`src/rtl/fsm_session_arbiter.sv`:
```
// fsm_session_arbiter
//
// Shares one 2-bit symbol tracker among NREQ requesters. One requester at a
// time is granted (round-robin) and its symbol session is forwarded to the
// tracker. A fixed idle gap is inserted after every session so the tracker's
// burst-length counter restarts. Tracker responses are registered and tagged
// with the id of the requester that owned the most recent session.
//
// Ports:
//   clk            clock, all logic on the rising edge
//   rst            synchronous reset, active-high
//   req            per-requester session request
//   sym_in         requester i symbol on bits [2i+1:2i]
//   sym_valid      per-requester symbol valid
//   sym_last       per-requester last-symbol marker (qualified by sym_valid)
//   grant          one-hot grant, zero when no session is active
//   fsm_in         symbol to tracker
//   fsm_in_valid   symbol valid to tracker
//   fsm_out        tracker response data
//   fsm_out_valid  tracker response valid
//   rsp_valid      registered copy of fsm_out_valid
//   rsp_data       registered copy of fsm_out
//   rsp_id         owner of the response
//   busy           high while a session or its trailing gap is in progress
//   trunc_err      one-cycle pulse when a session hits MAX_LEN without sym_last

module fsm_session_arbiter #(
  parameter int NREQ     = 4,
  parameter int MAX_LEN  = 20,
  parameter int IDLE_GAP = 2
) (
  input  logic                     clk,
  input  logic                     rst,
  input  logic [NREQ-1:0]          req,
  input  logic [2*NREQ-1:0]        sym_in,
  input  logic [NREQ-1:0]          sym_valid,
  input  logic [NREQ-1:0]          sym_last,
  output logic [NREQ-1:0]          grant,
  output logic [1:0]               fsm_in,
  output logic                     fsm_in_valid,
  input  logic [1:0]               fsm_out,
  input  logic                     fsm_out_valid,
  output logic                     rsp_valid,
  output logic [1:0]               rsp_data,
  output logic [$clog2(NREQ)-1:0]  rsp_id,
  output logic                     busy,
  output logic                     trunc_err
);

  localparam int ID_W  = $clog2(NREQ);
  localparam int LEN_W = $clog2(MAX_LEN + 1);
  localparam int GAP_W = $clog2(IDLE_GAP + 1);

  localparam logic [LEN_W-1:0] LAST_LEN = LEN_W'(MAX_LEN - 1);
  localparam logic [GAP_W-1:0] GAP_INIT = GAP_W'(IDLE_GAP - 1);
  localparam logic [ID_W-1:0]  RR_INIT  = ID_W'(NREQ - 1);

  typedef enum logic [1:0] {
    IDLE   = 2'd0,
    STREAM = 2'd1,
    GAP    = 2'd2
  } state_t;

  state_t            state_reg, state_next;
  logic [NREQ-1:0]   grant_reg, grant_next;
  logic [1:0]        fsm_in_reg, fsm_in_next;
  logic              fsm_in_valid_reg, fsm_in_valid_next;
  logic              busy_reg, busy_next;
  logic              trunc_err_reg, trunc_err_next;
  logic [LEN_W-1:0]  len_reg, len_next;
  logic [GAP_W-1:0]  gap_cnt_reg, gap_cnt_next;
  logic [ID_W-1:0]   rr_ptr_reg, rr_ptr_next;
  logic [ID_W-1:0]   owner_reg, owner_next;
  logic              rsp_valid_reg;
  logic [1:0]        rsp_data_reg;
  logic [ID_W-1:0]   rsp_id_reg;

  // Per-requester symbol slices, then the owner's view of its own lane.
  logic [1:0] req_sym [NREQ];

  genvar gi;
  generate
    for (gi = 0; gi < NREQ; gi++) begin : g_sym
      assign req_sym[gi] = sym_in[2*gi+1:2*gi];
    end
  endgenerate

  logic [1:0] own_sym;
  logic       own_valid;
  logic       own_last;

  assign own_sym   = req_sym[owner_reg];
  assign own_valid = sym_valid[owner_reg];
  assign own_last  = sym_last[owner_reg];

  // Round-robin search: start one past the previous winner and wrap. The
  // last candidate (k == NREQ) is the previous winner itself, so a lone
  // requester is re-granted. Wrap is free because NREQ is a power of 2.
  logic            win_found;
  logic [ID_W-1:0] win_id;
  logic [ID_W-1:0] cand;

  always_comb begin
    win_found = 1'b0;
    win_id    = '0;
    cand      = '0;
    for (int k = 1; k <= NREQ; k++) begin
      cand = rr_ptr_reg + ID_W'(k);
      if (!win_found && req[cand]) begin
        win_found = 1'b1;
        win_id    = cand;
      end
    end
  end

  // Next-state and registered-output logic.
  always_comb begin
    state_next        = state_reg;
    grant_next        = grant_reg;
    fsm_in_next       = fsm_in_reg;
    fsm_in_valid_next = 1'b0;
    trunc_err_next    = 1'b0;
    len_next          = len_reg;
    gap_cnt_next      = gap_cnt_reg;
    rr_ptr_next       = rr_ptr_reg;
    owner_next        = owner_reg;

    unique case (state_reg)
      IDLE: begin
        if (win_found) begin
          grant_next         = '0;
          grant_next[win_id] = 1'b1;
          owner_next         = win_id;
          rr_ptr_next        = win_id;
          len_next           = '0;
          state_next         = STREAM;
        end
      end

      STREAM: begin
        if (own_valid) begin
          // The accepted symbol is forwarded even on the session's last edge.
          fsm_in_next       = own_sym;
          fsm_in_valid_next = 1'b1;
          len_next          = len_reg + LEN_W'(1);
          if (own_last || (len_reg == LAST_LEN)) begin
            trunc_err_next = !own_last;
            grant_next     = '0;
            gap_cnt_next   = GAP_INIT;
            state_next     = GAP;
          end
        end else begin
          // A stalled (or never-started) session ends without forwarding.
          grant_next   = '0;
          gap_cnt_next = GAP_INIT;
          state_next   = GAP;
        end
      end

      GAP: begin
        fsm_in_next = 2'b00;
        if (gap_cnt_reg == '0) begin
          state_next = IDLE;
        end else begin
          gap_cnt_next = gap_cnt_reg - GAP_W'(1);
        end
      end

      default: begin
        grant_next = '0;
        state_next = IDLE;
      end
    endcase

    busy_next = (state_next != IDLE);
  end

  always_ff @(posedge clk) begin
    if (rst) begin
      state_reg        <= IDLE;
      grant_reg        <= '0;
      fsm_in_reg       <= 2'b00;
      fsm_in_valid_reg <= 1'b0;
      busy_reg         <= 1'b0;
      trunc_err_reg    <= 1'b0;
      len_reg          <= '0;
      gap_cnt_reg      <= '0;
      rr_ptr_reg       <= RR_INIT;
      owner_reg        <= '0;
      rsp_valid_reg    <= 1'b0;
      rsp_data_reg     <= 2'b00;
      rsp_id_reg       <= '0;
    end else begin
      state_reg        <= state_next;
      grant_reg        <= grant_next;
      fsm_in_reg       <= fsm_in_next;
      fsm_in_valid_reg <= fsm_in_valid_next;
      busy_reg         <= busy_next;
      trunc_err_reg    <= trunc_err_next;
      len_reg          <= len_next;
      gap_cnt_reg      <= gap_cnt_next;
      rr_ptr_reg       <= rr_ptr_next;
      owner_reg        <= owner_next;
      // Responses are tagged with the current owner; owner only moves on a
      // grant, so late responses stay attributed to the last session.
      rsp_valid_reg    <= fsm_out_valid;
      rsp_data_reg     <= fsm_out;
      rsp_id_reg       <= owner_reg;
    end
  end

  assign grant        = grant_reg;
  assign fsm_in       = fsm_in_reg;
  assign fsm_in_valid = fsm_in_valid_reg;
  assign busy         = busy_reg;
  assign trunc_err    = trunc_err_reg;
  assign rsp_valid    = rsp_valid_reg;
  assign rsp_data     = rsp_data_reg;
  assign rsp_id       = rsp_id_reg;

endmodule

```
`config.mk`:
```
export PLATFORM = sky130hd
export DESIGN_NAME = fsm_session_arbiter
export DESIGN_NICKNAME = d
export VERILOG_FILES = /design/src/rtl/fsm_session_arbiter.sv
export SDC_FILE = /design/constraint.sdc
export NUM_CORES = 1
export LEC_CHECK = 0
export BUFFER_PORTS_ARGS = -buffer_cell sky130_fd_sc_hd__buf_2
export CORE_ASPECT_RATIO = 1.5
export CORE_MARGIN = 2
export CORE_UTILIZATION = 30
export CTS_BUF_LIST = sky130_fd_sc_hd__clkbuf_8
export DETAILED_ROUTE_END_ITERATION = 8
export MAX_ROUTING_LAYER = met4
export PLACE_DENSITY = 0.57
export SLEW_MARGIN = 5
export SYNTH_ARGS = -nofsm -noshare
export SYNTH_HDL_FRONTEND = slang
export SYNTH_SLANG_ARGS = --single-unit
```
`constraint.sdc`:
```
create_clock -name clk -period 2.6 [get_ports clk]
set_input_delay 0.13 -clock clk [delete_from_list [all_inputs] [get_ports clk]]
set_output_delay 0.13 -clock clk [all_outputs]
set_load 0.005 [all_outputs]
```
# [After elaboration in Yosys (flattened, before gate mapping)]
# Cells that the tools add are included.
[op_classes] n_reduce_logical=21 addsub=5 n_eq_ne=7 bitwise_logic=5 muxes=44 magnitude_cmp=8
[ops] operator="$mux 2" count=14
[ops] operator="$lt 2x3->1 const B" count=6
[ops] operator="$bmux 1 s2" count=6
[ops] operator="$mux 1" count=12
[ops] operator="$mux 4" count=3
[ops] operator="$pmux 4 s3" count=1
[ops] operator="$mux 5" count=2
[ops] operator="$pmux 5 s2" count=1
[ops] operator="$reduce_and 3->1" count=3
[ops] operator="$pmux 2 s2" count=2
[ops] operator="$ne 2x2->1 const B" count=3
[ops] operator="$pmux 2 s3" count=1
[ops] operator="$reduce_bool 2->1" count=3
[ops] operator="$add 5x1->5 const B" count=1
[ops] operator="$eq 5x5->1 const B" count=1
[ops] operator="$add 2x2->2 const B" count=2
[ops] operator="$bmux 2 s2" count=1
[ops] operator="$logic_and 1x1->1" count=4
[ops] operator="$logic_not 1->1" count=4
[ops] operator="$logic_not 2->1" count=2
[ops] operator="$not 1->1" count=4
[ops] operator="$reduce_and 2->1" count=2
[ops] operator="$reduce_or 4->1" count=1
[ops] operator="$ge 3x3->1 const B" count=1
[ops] operator="10 further kinds" count=10
[totals] regBits=27 output_inout_bits=14 word_cells=103

# [Logic depth before layout (Yosys ltp)]
# Gate-level depths: netlist (run 1).
[depth] word_depth=19 depth_mapped=6

# [Worst setup path before layout (run 1)]
# OpenSTA, ideal clock, no wires.
[synth_timing] kind="reg-to-reg" from="reg owner_reg[0]" to="reg gap_cnt_reg[0]" required_time_ps=2478 stages_incl_launch_ff=6 arrival_time_ps=1544 path_buffers=1 path_slack_ps=934 path_cell_list="dfxtp_1 -> buf_6 -> mux4_2 -> and4b_1 -> nor2_1 -> a311o_1"
[synth_via] elab_chain_len=5 elab_cells_between_ends=9 cone_classes="eq/ne: 1; mux: 6; reduce/logical: 2"
[synth_lines] element="from (decl)" line="73" text="logic [ID_W-1:0] owner_reg, owner_next;"
[synth_lines] element="from (signal assigned)" line="203" text="owner_reg <= owner_next;"
[synth_lines] element="$bmux 1 s2" line="94" text="assign own_last = sym_last[owner_reg];"
[synth_lines] element="$mux 1 (implied by the code)" line="94"
[synth_lines] element="$logic_or 1x1->1" line="146" text="if (own_last || (len_reg == LAST_LEN)) begin"
[synth_lines] element="$ne 3x3->1 (no source line)"
[synth_lines] element="$reduce_and 3->1 (no source line)"
[synth_lines] element="to (signal assigned)" line="201" text="gap_cnt_reg <= gap_cnt_next;"
[synth_lines] element="to (decl)" line="71" text="logic [GAP_W-1:0] gap_cnt_reg, gap_cnt_next;"
# Parallel ways exist; a longest one is shown, timed or not. The select of a mux whose other input is x is not followed.
# A chain may end at the register's enable or synchronous reset.

# [Final worst setup path (run 1)]
# Same ends and word-level chain as after synthesis.

==> results of run 1 <==
==> kinds of logic (layout without fill, tap and decap cells) <==
| family | count (synthesis) | after routing | share of synthesized area [%] |
|---|---|---|---|
| adders and majority gates | 2 | 2 | 1.90 |
| and+or+nand+nor | 61 | 61 | 24.5 |
| AOI/OAI and AO/OA | 33 | 33 | 16.6 |
| buffers and inverters | 15 | 51 | 4.95 |
| muxes | 6 | 6 | 8.95 |
| DFF | 27 | 27 | 41.1 |
| xor gates and xnor gates | 3 | 3 | 2.00 |
==> per-layer routing <==
layer | up-vias | part of all wire, % | wire length [microns] | track usage [%]
met5 | - | 0 | 0 | -
met4 | 0 | 1.3 | 38 | 5.92
met3 | 4 | 3.3 | 99 | 1.68
met2 | 23 | 54 | 1630 | 23.1
met1 | 547 | 41 | 1240 | 15.6
li1 | 599 | - | - | -
==> worst paths after layout <==
check                                end  depth (start not counted)  slack [ns]
min                 rsp_valid$_SDFF_PP0_                          2        0.07
max reg2reg  gap_cnt_reg[0]$_SDFFE_PP0P_                          4        0.79
min reg2reg        grant[0]$_SDFFE_PP0P_                          2        0.48
max          gap_cnt_reg[0]$_SDFFE_PP0P_                          4        0.79
==> layout by cell type, fill, tap and decap left out, types with 2 or more instances in the layout <==
cell type and instances:
a21oi_1 10, o21a_1 2, buf_2 38, o32ai_1 2, mux2i_1 2, inv_1 10
nor2b_1 11, dfxtp_1 27, a211oi_1 2, and3_1 3, nand2b_1 2, mux4_1 2
ha_1 2, o21ai_0 6, clkbuf_8 3, mux4_2 2, nand3_1 9, o311ai_0 2
nand2_1 12, o211ai_1 2, nor2_1 14, xor2_1 3
==> power by group through the flow <==
stage / Combinational [uW] / Sequential, uW / Clock [uW]
final: 314 / 525 / 230
after global routing: 360 / 538 / 255
after CTS: 318 / 526 / 241
after detailed placement: 317 / 535 / 0
after global placement: 318 / 535 / 0
after floorplan: 250 / 510 / 0
==> stage by stage <==
step	util, %	worst slack, ns	cell area [sq um]	hold slack [ns]
final	37.4	0.792	1580	0.0734
after CTS	37.4	0.777	1580	0.0656
after floorplan	-	0.934	1310	0.258
after global placement	36.4	0.793	1530	0.341
after global routing	37.4	0.670	1580	0.0714
after detailed placement	36.4	0.791	1530	0.348
==> cell type report <==
class	count	area (sq um)	share of cell area, %
Tap cell	46	57.6	3.65
Sequential cell	27	541	34.3
Timing Repair Buffer	38	190	12.1
Inverter	9	33.8	2.14
Clock buffer	3	41.3	2.62
Clock inverter	1	3.75	0.238
Multi-Input combinational cell	105	708	45.0
==> results.toml, run 1 <==
[sta]
rsz0062_at_grt = "false"
worst-slew-pin-transition_ns = 0.497
report.final.slew_viol_count = 0
clock_skew_ns = 0.00550
fin_tns_setup_ns = 0
setup_viol = 0
hold_viol = 0
period_share_pct = 69.5
fmax_mhz = 553
min_period_ns = 1.81
worst_slew_margin_rel_pct = 66.8

[place]
hpwlAfterDp_microns = 2380
dp_cells = 225
gp_congestion = 0.799
io_buffers = 38

[critical_path]
cpPeakStageDelay_ns = 0.56
startpoint = "owner_reg[0]$_SDFFE_PP0P_"
path_buf_inv = 0
worstSetupStartpointType = "flop"
required_ns = 2.76
worstPathArrival_ns = 1.97
critPathCaptureType = "flop"
crit_chain = "mux4_2, and4b_1, nor2_1, a311o_1"
regToRegStartpoint = "owner_reg[0]$_SDFFE_PP0P_"
path_max_fanout = 6
criticalPathCategory = "reg -> reg"
path_delay_family = "multiplexers"
crit_slowest_cell = "mux4_2"

[power]
finalPower_uw = 1070
clockPowerShare_pct = 21.5
power_frac_seq_pct = 49.1
p_per_area_nw_per_um2 = 679
p_int_uw = 725
power.share.switching_pct = 32.2
leakagePower_uw = 0.000683
switching_power_uw = 345
combPwrFrac_pct = 29.3
irDropWorstVdd_v = 0.000357

[yosys]
syn-cell-area_sq_um = 1310
synth.top_cell.area_share_pct = 41.1
syn_inst = 147
ys.warnings.count = 0
synthTopCellsByArea = "dfxtp_1, nor2b_1, mux4_1, nor2_1, a21oi_1"
synth_flop_cell = "dfxtp_1"
syn_area_per_cell_sq_um = 8.94
synth_common_cells = "dfxtp_1, nor2_1, nand2_1, nor2b_1, a21oi_1"
synth.most_common_cell = "dfxtp_1"
synth_top_cell_by_area = "dfxtp_1"
ys_ff_latch = 27
synth_fp_nets = 174
seq_area_frac_synth_pct = 41.1
synth_edf_count = 0
synth_cell_type_count = 40
async_reset_ff_share_pct = 0

[finish]
layout.nets = 211
stdcell_count = 229
drive_gt1_share_pct = 25.1
diodes = 0
largest_reg_flops = 5
fillers = 454
syn_to_final_growth_pct = 19.9

[clock_network]
ctsResizeCount = 0
clockBufferDepth = 2
cts_root_buffer = "clkbuf_8"
clock_latency_ns = 0.27
cts_tree = "built"
cts_buffers = 3
cts.sink_count = 27
cts-hold-fix-buffers = 0
cts_setup_buffers = 0
htree_levels = 1
clkTransAtPathRegs_ns = 0.09

[routing]
vias_per_cell = 5.12
antenna_left = 0
wl_microns = 3010
post_drt_wl_per_cell_microns = 13.1
drt_iter0_markers = 34
drc = 0
num_vias = 1173
firstDrtPassIters = 4

[floorplanning]
die_h_microns = 85.1
start_util_pct = 31.2
dieWidth_microns = 58.0
row_count = 29
core_sq_um = 4210
ioPinCount = 39
die_area_sq_um = 4940

[global_route]
antenna_found_initial = 0
grt_pass1_vias = 1144
track_usage_pct = 13.6
grt_pass1_wl_microns = 5140
grt_max_degree = 25
gr-total-overflow = 0

[run_status]
status = "finished, final reports clean"

[hold_path]
holdCritStartpoint = "fsm_out_valid"
hp-class = "in -> reg"

[flow_run]
drv_cap = 0
(Power assumes the default switching activity.)
==> run 2: changes to the inputs <==
PLACE_DENSITY = 0.59   (was 0.57)
clock period = 1.5 ns   (was 2.6 ns; I/O delays follow)
==> results.toml, run 2 (synthesized netlist as in run 1, its figures left out) <==
[place]
hpwlAfterDp_microns = 2510
io_buffers = 38
dp_cells = 252
gp_congestion = 0.827

[sta]
layout_setup_ws_ns = -0.124
fmax_mhz = 616
period_share_pct = 108
fin_tns_setup_ns = -0.989
worst_slew_margin_rel_pct = 77.7
min_period_ns = 1.62
hold_viol = 0
worst-slew-pin-transition_ns = 0.331
clock_skew_ns = 0.00285
holdWs_ns = 0.00281
setup_viol = 12
report.final.slew_viol_count = 0
rsz0062_at_grt = "true"

[clock_network]
clkTransAtPathRegs_ns = 0.10
cts_buffers = 3
clock_latency_ns = 0.27
cts-hold-fix-buffers = 0
cts_tree = "built"
htree_levels = 1
cts.sink_count = 27
cts_root_buffer = "clkbuf_8"
clockBufferDepth = 2

[power]
p_per_area_nw_per_um2 = 1150
leakagePower_uw = 0.000843
finalPower_uw = 2150
irDropWorstVdd_v = 0.000654

[finish]
fillers = 421
largest_reg_flops = 5
diodes = 0
syn_to_final_growth_pct = 42.4
mostFrequentLayoutCells = "buf_2, buf_4, dfxtp_1, nor2_1, nor2b_1"
multi_input_area_sq_um = 772
stdcell_count = 258
mostFrequentLayoutCell = "buf_2"
regArea_sq_um = 547
layout.nets = 240
drive_gt1_share_pct = 42.0

[critical_path]
r2r-end = "grant[1]$_SDFFE_PP0P_"
criticalPathCategory = "reg -> reg"
cpPeakStageDelay_ns = 0.57
critPathCaptureType = "flop"
r2r_cells = 4
path_max_fanout = 5
crit_chain = "mux4_2, and4b_2, nor2_2, o32ai_2"
crit_slowest_cell = "mux4_2"
r2r_slack_ns = -0.12
path_buf_inv = 0
required_ns = 1.66
worstPathArrival_ns = 1.78
worstSetupStartpointType = "flop"
path_delay_family = "multiplexers"
regToRegStartpoint = "owner_reg[0]$_SDFFE_PP0P_"

[floorplanning]
dieWidth_microns = 58.0
row_count = 29
ioPinCount = 39
start_util_pct = 31.2
core_sq_um = 4210
die_h_microns = 85.1
die_area_sq_um = 4940

[routing]
vias_per_cell = 4.89
drc = 0
post_drt_wl_per_cell_microns = 12.7
num_vias = 1261
drt_iter0_markers = 29
wl_met1_microns = 1230
routed.top_layer = "met4"
firstDrtPassIters = 4
met2_length_microns = 1910
wl_microns = 3270
met3WireLength_microns = 100
antenna_left = 0

[hold_path]
holdPathEnd = "rsp_data[0]$_SDFF_PP0_"
holdCritStartpoint = "fsm_out[0]"
hold_path_depth = 2
hp-class = "in -> reg"

[flow_run]
drv_cap = 0

[global_route]
grt_pass1_vias = 1196
antenna_found_initial = 0
track_usage_pct = 13.5
gr-total-overflow = 0
grt_pass1_wl_microns = 5070
grt_max_degree = 20

[run_status]
violations = "setup timing"
status = "finished with violations"
[run 2: worst max path at each step]
stage | from | to | slack (ns) | cells past startpoint
after floorplan | owner_reg[0]$_SDFFE_PP0P_ | gap_cnt_reg[0]$_SDFFE_PP0P_ | -0.10 | 5
after global placement | owner_reg[0]$_SDFFE_PP0P_ | gap_cnt_reg[0]$_SDFFE_PP0P_ | -0.09 | 4
after detailed placement | owner_reg[0]$_SDFFE_PP0P_ | gap_cnt_reg[0]$_SDFFE_PP0P_ | -0.13 | 4
after CTS | gap_cnt_reg[0]$_SDFFE_PP0P_ | gap_cnt_reg[1]$_SDFFE_PP0P_ | -0.13 | 6
after global routing | owner_reg[0]$_SDFFE_PP0P_ | grant[1]$_SDFFE_PP0P_ | -0.19 | 4
final | owner_reg[0]$_SDFFE_PP0P_ | grant[1]$_SDFFE_PP0P_ | -0.12 | 4
[run 2: layout make-up]
cell class | count | area share (%)
well taps | 46 | 3.08
clock buffers | 3 | 2.21
clock inverters | 1 | 0.201
inverters | 9 | 1.81
repair buffers | 67 | 22.2
multi-input cells | 105 | 41.3
flip-flops and latches | 27 | 29.2
[run 2: repair_timing]
action	4_1_cts	5_1_grt
endpoints found under the setup margin	13	16
gates resized for setup	8	8
buffers inserted	0	2
hold endpoints to repair	0	0
pin swaps	5	1
[run 2: worst register-to-register path, delay by kind of cell (launching register included)]
| kind | cells | cell delay, ns |
|---|---|---|
| simple gates | 2 | 0.47 |
| compound gates | 1 | 0.09 |
| flops | 1 | 0.38 |
| mux | 1 | 0.57 |
[run 2: power by group]
part | leakage (uW) | total [uW] | internal, uW | switching, uW
clock network | 0.0000269 | 415 | 184 | 231
registers | 0.000223 | 886 | 816 | 69.9
logic | 0.000593 | 846 | 458 | 387
total | 0.000843 | 2150 | 1460 | 688
[run 2: per-stage QoR]
stage	area [sq um]	setup WS, ns	util, %
finish	1870	-0.124	44.4
global route	1870	-0.189	44.4
CTS	1810	-0.126	42.9
detailed placement	1740	-0.126	41.3
global placement	1740	-0.0873	41.3
floorplan	1320	-0.105	-
[run 2: layer usage]
| layer | track usage, % | vias up |
|---|---|---|
| li1 | - | 652 |
| met1 | 13.2 | 575 |
| met2 | 25.8 | 32 |
| met3 | 1.68 | 2 |
| met4 | 5.07 | 0 |
| met5 | - | - |
